## config.mk

```make
export PLATFORM = sky130hd
export DESIGN_NAME = prbs_link_sequencer
export DESIGN_NICKNAME = d
export VERILOG_FILES = /design/src/rtl/prbs_link_sequencer.sv
export SDC_FILE = /design/constraint.sdc
export NUM_CORES = 1
export LEC_CHECK = 0
export CAP_MARGIN = 20
export CORE_UTILIZATION = 50
export DETAILED_ROUTE_END_ITERATION = 16
export PLACE_DENSITY = 0.82
export SYNTH_ARGS = -nofsm -noshare
export SYNTH_HDL_FRONTEND = slang
export SYNTH_SLANG_ARGS = --single-unit
```

## constraint.sdc

```tcl
create_clock -name clk -period 3.1 [get_ports clk]
set_input_delay 0.62 -clock clk [delete_from_list [all_inputs] [get_ports clk]]
set_output_delay 0.62 -clock clk [all_outputs]
set_load 0.02 [all_outputs]
```

## src/rtl/prbs_link_sequencer.sv

```systemverilog
// rtl/prbs_link_sequencer.sv - PRBS-15 link test sequencer: alignment pattern burst, detector wait, PRBS handover.
// Optional WAIT-timeout retries are built when PRBS_SEQ_RETRY_EN is defined.
module prbs_link_sequencer #(
  parameter int TO_W = 16
) (
  input  logic            clk,
  input  logic            rst,
  input  logic            start,
  input  logic            stop,
  input  logic [31:0]     cfg_pattern,
  input  logic [7:0]      cfg_n,
  input  logic [TO_W-1:0] cfg_timeout,
  input  logic            det_valid,
  output logic            det_enable,
  output logic [31:0]     det_pattern,
  output logic [7:0]      det_n,
  output logic [7:0]      tx_byte,
  output logic            tx_valid,
  output logic            prbs_enable,
  output logic            busy,
  output logic            done,
  output logic            pass,
  output logic            timeout_err
);

  typedef enum logic [1:0] {IDLE, TX_PAT, WAIT, PRBS} state_t;

  state_t          state, state_nx;
  logic [1:0]      idx, idx_nx;
  logic [7:0]      rep, rep_nx;
  logic [TO_W-1:0] cnt, cnt_nx, to_q, to_nx;
  logic [31:0]     pat_nx;
  logic [7:0]      n_nx;
  logic            flag, flag_nx;
  logic            pass_nx, terr_nx, done_nx;
  logic            det_enable_d, tx_valid_d, prbs_enable_d, busy_d;
  logic [7:0]      tx_byte_d;
`ifdef PRBS_SEQ_RETRY_EN
  logic [1:0]      retry, retry_nx;
`endif

  always_ff @(posedge clk) begin
    if (rst) begin
      state       <= IDLE;
      idx         <= 2'd0;
      rep         <= 8'd0;
      cnt         <= '0;
      to_q        <= '0;
      det_pattern <= 32'd0;
      det_n       <= 8'd0;
      flag        <= 1'b0;
      pass        <= 1'b0;
      timeout_err <= 1'b0;
      done        <= 1'b0;
      det_enable  <= 1'b0;
      tx_valid    <= 1'b0;
      tx_byte     <= 8'd0;
      prbs_enable <= 1'b0;
      busy        <= 1'b0;
`ifdef PRBS_SEQ_RETRY_EN
      retry       <= 2'd0;
`endif
    end else begin
      state       <= state_nx;
      idx         <= idx_nx;
      rep         <= rep_nx;
      cnt         <= cnt_nx;
      to_q        <= to_nx;
      det_pattern <= pat_nx;
      det_n       <= n_nx;
      flag        <= flag_nx;
      pass        <= pass_nx;
      timeout_err <= terr_nx;
      done        <= done_nx;
      det_enable  <= det_enable_d;
      tx_valid    <= tx_valid_d;
      tx_byte     <= tx_byte_d;
      prbs_enable <= prbs_enable_d;
      busy        <= busy_d;
`ifdef PRBS_SEQ_RETRY_EN
      retry       <= retry_nx;
`endif
    end
  end

  always_comb begin
    state_nx = state;
    idx_nx   = idx;
    rep_nx   = rep;
    cnt_nx   = cnt;
    to_nx    = to_q;
    pat_nx   = det_pattern;
    n_nx     = det_n;
    flag_nx  = flag;
    pass_nx  = pass;
    terr_nx  = timeout_err;
    done_nx  = 1'b0;
`ifdef PRBS_SEQ_RETRY_EN
    retry_nx = retry;
`endif
    case (state)
      IDLE: begin
        if (start) begin
          pat_nx   = cfg_pattern;
          n_nx     = cfg_n;
          to_nx    = cfg_timeout;
          pass_nx  = 1'b0;
          terr_nx  = 1'b0;
          idx_nx   = 2'd0;
          rep_nx   = 8'd0;
          cnt_nx   = '0;
          flag_nx  = 1'b0;
`ifdef PRBS_SEQ_RETRY_EN
          retry_nx = 2'd0;
`endif
          state_nx = (cfg_n == 8'd0) ? WAIT : TX_PAT;
        end
      end
      TX_PAT: begin
        if (det_valid) flag_nx = 1'b1;
        idx_nx = idx + 2'd1;
        if (idx == 2'd3) begin
          rep_nx = rep + 8'd1;
          if (rep == det_n - 8'd1) begin
            state_nx = WAIT;
            cnt_nx   = '0;
          end
        end
      end
      WAIT: begin
        cnt_nx = cnt + TO_W'(1);
        // An early detection recorded during TX_PAT counts the same as a live one.
        if (det_valid || flag) begin
          state_nx = PRBS;
        end else if (cnt == to_q) begin
`ifdef PRBS_SEQ_RETRY_EN
          if (retry != 2'd3) begin
            retry_nx = retry + 2'd1;
            idx_nx   = 2'd0;
            rep_nx   = 8'd0;
            cnt_nx   = '0;
            flag_nx  = 1'b0;
            state_nx = (det_n == 8'd0) ? WAIT : TX_PAT;
          end else begin
            state_nx = IDLE;
            done_nx  = 1'b1;
            pass_nx  = 1'b0;
            terr_nx  = 1'b1;
          end
`else
          state_nx = IDLE;
          done_nx  = 1'b1;
          pass_nx  = 1'b0;
          terr_nx  = 1'b1;
`endif
        end
      end
      PRBS: begin
        if (stop) begin
          state_nx = IDLE;
          done_nx  = 1'b1;
          pass_nx  = 1'b1;
        end
      end
      default: state_nx = IDLE;
    endcase
  end

  // Outputs decode the upcoming state so they land in registers aligned with it.
  always_comb begin
    det_enable_d  = (state_nx == TX_PAT) || (state_nx == WAIT);
    tx_valid_d    = (state_nx == TX_PAT);
    prbs_enable_d = (state_nx == PRBS);
    busy_d        = (state_nx != IDLE);
    tx_byte_d     = 8'd0;
    if (state_nx == TX_PAT) begin
      case (idx_nx)
        2'd0:    tx_byte_d = pat_nx[31:24];
        2'd1:    tx_byte_d = pat_nx[23:16];
        2'd2:    tx_byte_d = pat_nx[15:8];
        default: tx_byte_d = pat_nx[7:0];
      endcase
    end
  end

endmodule

```

After elaboration in Yosys (flattened, before gate mapping)
Cells that the tools add are included.
- register bits after elaboration: 100
- latch bits: 0
- memory bits (writable): 0
- bits in read-only memories: 0
- input port bits: 61
- output and inout port bits: 55
- logic and storage cells: 90
- memories kept: 0
- $add $sub $neg: 4
- $mul: 0
- div/mod/pow operators: 0
- magnitude comparators: 0
- equality and inequality tests: 18
- shift operators: 0
- mux-type cells: 34
- bitwise logic cells: 1
- reduce and logical (&&, ||, !) cells: 17
- operators with widths (cell ; number):
    32-bit 2-to-1 mux ; 2
    16-bit 2-to-1 mux ; 3
    16-bit case mux with 3 select lines ; 1
    8-bit case mux with 3 select lines ; 1
    16-bit by 1-bit adder with 16-bit output (second input constant) ; 1
    16-bit == test ; 1
    2-bit 2-to-1 mux ; 8
    8-bit 2-to-1 mux ; 2
    8-bit case mux with 2 select lines ; 1
    2-bit != test (second input constant) ; 7
    2-bit == test (second input constant) ; 6
    1-bit 2-to-1 mux ; 10
    8-bit by 1-bit adder with 8-bit output (second input constant) ; 1
    8-bit == test ; 1
    8-bit zero test ; 1
    2-bit case mux with 4 select lines ; 1
    4-bit AND reduction ; 2
    8-bit by 1-bit subtractor with 8-bit output (second input constant) ; 1
    2-bit by 1-bit == test with 1-bit output (second input constant) ; 3
    1-bit case mux with 2 select lines ; 3
    3-bit AND reduction ; 2
    2-bit nonzero test ; 3
    3-bit nonzero test ; 2
    5-bit AND reduction ; 1
    other kinds (8) ; 10

Logic depth before layout (Yosys ltp)
- depth after elaboration: 8
- gate-level depth with buffers: 14
- mapped depth without buffers: 11

Worst setup path after synthesis
No wires, ideal clock.
- path type: register to register
- from: reg det_n[0]
- to: reg tx_byte[0]
- setup time: 0.123 ns
- arrival time: 2.781 ns
- data required time: 2.977 ns
- setup slack: 0.196 ns
- cell stages (with the launch flop): 15
- buffers on the path: 3
- clock period less this slack: 2.904 ns
- cells stage by stage: dfxtp_1 > buf_6 > inv_1 > ha_1 > buf_2 > o21bai_1 > a2111oi_0 > a311oi_1 > a211o_1 > buf_6 > a211oi_2 > nor2_1 > ha_1 > nand2_1 > nor2_1
- longest elaborated chain between the ends: 8
- RTL lines (item ; RTL line ; text):
    from (decl) ; 16 ; output logic [7:0] det_n,
    from (signal assigned) ; 70 ; det_n <= n_nx;
    8-bit by 1-bit subtractor with 8-bit output ; 124 ; if (rep == det_n - 8'd1) begin
    8-bit == test ; 124 ;
    2-bit 2-to-1 mux ; 124 ;
    2-bit 2-to-1 mux ; 122 ; if (idx == 2'd3) begin
    2-bit case mux with 4 select lines ; 101 ; case (state)
    via state_nx[0] ; 28 ; state_t state, state_nx;
    2-bit by 1-bit == test with 1-bit output ; -- ;
    via tx_valid_d ; 36 ; logic det_enable_d, tx_valid_d, prbs_enable_d, busy_d;
    1-bit inverter (no source line) ; -- ;
    2-bit OR reduction (no source line) ; -- ;
    to (signal assigned) ; 77 ; tx_byte <= tx_byte_d;
    to (decl) ; 17 ; output logic [7:0] tx_byte,
The timed path passes the listed nets, and every way through them passes these cells.
A chain may end at the register's enable or synchronous reset.

Worst setup path in the final report
- from: reg det_n[1]
- to: reg tx_byte[6]
The elaborated chain is that of the path after synthesis.

==> summary.txt <==
Synthesis
  – Post-Synth XOR/XNOR Area: under 10%
  – Number of standard cells after synthesis: roughly 590
  – Cell types with the highest counts after synthesis: 149 x nand2_1, 100 x dfxtp_1, 68 x a21oi_1
  – Post-synth design cell area: roughly 0.005 mm2
  – Net Count, Synth: roughly 660
  – Largest area contributor in the netlist: dfxtp_1
  – Simple-gate share of the synthesized area: a little over a fifth
  – Syn Area/Cell: around 8.5 um2
  – Sequential cell area fraction in the yosys report: 39.8%
  – Most common cell in the netlist: nand2_1
  – Number of enable-type register cells in the synthesized netlist: 0
  – Predominant post-synthesis flop cell: dfxtp_1
  – Synth cell types: between 50 and 60
  – Fraction of synthesized area in multiplexers: 8.95%
  – Post-synthesis async set-or-reset flop share: 0%
  – Area share of the largest cell type after synthesis: slightly below 40%
  – Dominant combinational cell family by area after synthesis: simple AND/OR/NAND/NOR gates
  – Register bit count reported by yosys: 100
  – Share of the synthesized area in compound gates (AO/OA/AOI/OAI): 17.9%
  – Yosys warns: 0
  – Ranking of synthesized cells by area: dfxtp_1 40%, nand2_1 11%, mux4_2 7.2%
  – Arithmetic-cell share of the synthesized area counting full adders, half adders and majority gates: 2.73%

STA
  – Slew Limit Headroom: about 48%
  – Worst setup margin: ~230 ps
  – Max Slew Vio Count: 0
  – Ratio of final minimum period to clock period: between 90 and 100%
  – Final-layout setup total negative slack: 0 ps
  – Fmax achieved: approximately 0.35 GHz
  – Final hold violations: 0
  – Setup violation total in the final timing report: 0
  – Setup repair after global routing missed its margin: false
  – Min Clock Period, post-route: between 2000 and 3000 ps
  – Worst clock skew: a little over 10 ps
  – Slew @ Worst Pin: around 770 ps

Routing
  – Number of nets still failing antenna checks after routing: 0
  – Starting DRT DRC Count: roughly 260
  – Via Count: ~4700
  – Per-cell routed wire length: ~16 um
  – Vias per cell: 5.70
  – Number of remaining DRC errors: 0
  – Final Routed Wirelength: around 14000 um
  – Router iterations before antenna repair: 4

Power and ir drop
  – Standby leakage power: between 2 and 2.5 nW
  – Switching power as a share of total power: about two fifths
  – Total power density per cell area: just under 700 mW/mm2
  – Internal power: ~2.7 mW
  – Peak supply drop: 426 uV
  – Sequential group share of total power: ~38%
  – Part of the total power dissipated in the clock network: between 10% and 20%
  – Share of total power in combinational logic: between 40% and 50%
  – Power dissipated by switching net loads: 1.78 mW

Place
  – Routability Congestion: 0.895
  – Dpl ws: about 110 ps
  – Half-perimeter wire length after placement: between 9000 and 10000 um
  – Number of port buffers: approximately 120
  – Cells after DPL: roughly 800

Clock tree
  – Number of buffers added to fix hold violations after cts: 0
  – Clock tree from TritonCTS: yes
  – CTS Buffer Depth: 2
  – CTS Buf Count: 9
  – Level count of the clock H-tree: 3
  – CTS Root Buffer Type: clkbuf_8
  – Post-CTS clock slew at the launch and capture registers of the worst setup and hold paths: between 100 and 150 ps
  – Clock latency of the later-clocked register in the worst-skew pair: 370 ps
  – Count of clock tree sinks: 100

Global route
  – Fraction of met2 tracks used by global routing: between 40% and 50%
  – Met3 track utilization from global routing: under 10%
  – M1 GR Usage: between 30% and 40%
  – Total global routing track utilization: 27.1%
  – Number of antenna violations at the first check in global routing: 0
  – Pin count of the biggest net entering global routing: about 70
  – Wire length of the first global-routing pass: between 20000 and 25000 um
  – Layer carrying the most global-route usage: met2
  – Final global-route overflow total: 0
  – Via count of the first global-routing pass: about 4500

Critical path
  – Element type at the critical path end: register
  – Path depth of the worst reg2reg path: 11
  – Cell-by-cell listing of the critical path: inv_1 > ha_1 > o21bai_1 > a2111oi_2 > a311oi_1 > a211o_1 > a211oi_2 > nor2_1 > ha_1 > nand2_2 > nor2_1
  – Setup CP Type: reg2reg
  – Master of the slowest instance on the critical path: dfxtp_1
  – Slowest cell delay on critical path: roughly 460 ps
  – Signal arrival time at the worst endpoint: between 3000 and 4000 ps
  – Worst-path fanout max: 9
  – Required time at the endpoint of the critical path: ~3400 ps
  – Category of the worst setup path launch point: register

Layout
  – Ratio of cells with drive above 1 in the final layout: between 8 and 9%
  – Diodes inserted: 0
  – Filler-free cell count of the finished design: between 800 and 900
  – Count of filler cells inserted in the layout: between 800 and 900
  – Final net count: 760
  – Syn-to-layout area delta: 28.9%

Floorplan
  – Chip Width: just over 100 um
  – Floorplan core area: 0.00977 mm2
  – Die Span Y: a little over 100 um
  – I/O pin count: 116
  – Floorplan die area: between 0.01 and 0.015 mm2
  – Initial Utilization: about half
  – Placement Rows: 36

Status
  – Status: completed

Run
  – Max_cap viols: 0

Min path
  – Hold-critical path depth: 2
  – Worst min path class: reg2reg
## logic make-up after synthesis
family                   after synthesis
flip-flops                           100
AO/OA/AOI/OAI                        132
XOR/XNOR                              30
AND/OR/NAND/NOR                      239
multiplexers                          25
adder cells (fa/ha/maj)               11
buffers and inverters                 52
## state kept, by name, summed over array words and instances (netlist names), 2 cells and up
| signal | flops |
|---|---|
| det_pattern | 32 |
| tx_byte | 8 |
| cnt | 16 |
| idx | 2 |
| to_q | 16 |
| rep | 8 |
| state | 2 |
| det_n | 8 |
## path summary, 6_finish.rpt
check	startpoint	to	slack [ps]
worst min-delay path	to_q[5]$_SDFFE_PP0P_	to_q[5]$_SDFFE_PP0P_	470
worst max-delay path	det_n[1]$_SDFFE_PP0P_	tx_byte[6]$_SDFF_PP0_	230
worst min register to register	to_q[5]$_SDFFE_PP0P_	to_q[5]$_SDFFE_PP0P_	470
worst max register to register	det_n[1]$_SDFFE_PP0P_	tx_byte[6]$_SDFF_PP0_	230
## routing by layer
metal	wire [um]	up-vias
met2	6810	157
met5	0	-
li1	-	2276
met1	5750	2251
met4	253	0
met3	696	24
## through the flow
stage	util [%]	area (um2)	power, mW	hold WS, ps
finish	66.4	6490	4.50	473
global placement	64.2	6280	3.60	454
detailed placement	64.2	6280	3.67	462
CTS	66.2	6470	4.49	477
floorplan	-	5030	2.93	448
global route	66.4	6490	4.76	500
## worst max-delay path, delay by kind of cell (launching register included)
kind,cells,cell delay [ps]
buffers and inverters,1,70
flip-flops,1,460
AO/OA/AOI/OAI,5,1390
adder cells (fa/ha/maj),2,480
AND/OR/NAND/NOR,3,370
## placed cells by master (no fill, tap or decap), types with 7 or more instances in the layout
cell type / n
a21oi_1: 68
ha_1: 11
o221a_1: 8
a211oi_1: 10
clkbuf_8: 9
xor2_1: 25
nand4_1: 11
clkdlybuf4s50_1: 114
dfxtp_1: 100
inv_1: 13
nand3_1: 7
mux2i_1: 9
nand2_1: 147
o21ai_0: 11
nor2_1: 26
mux4_2: 16
nor3_1: 11
buf_4: 11
## cell type report
cell class                      count  area (um2)  area share, %
Sequential cell                   100        2000           30.9
Multi-Input combinational cell    437        2830           43.7
Clock inverter                      7        65.1           1.00
Inverter                           13        48.8          0.752
Tap cell                          133         166           2.56
Clock buffer                        9         124           1.91
Timing Repair Buffer              127        1250           19.2
## power by group through the flow
stage,combinational [mW],sequential (mW),clock (mW)
after detailed placement,1.95,1.72,0
after global routing,2.15,1.72,0.897
after floorplan,1.06,1.88,0
final,1.99,1.69,0.821
after global placement,1.90,1.70,0
after CTS,1.96,1.69,0.837
## what timing repair did
item,CTS,global route
setup buffers,0,0
hold endpoints to repair,0,0
setup endpoints to repair,0,15
resized for setup,0,4
No activity file was read; power rests on OpenSTA's default activity.
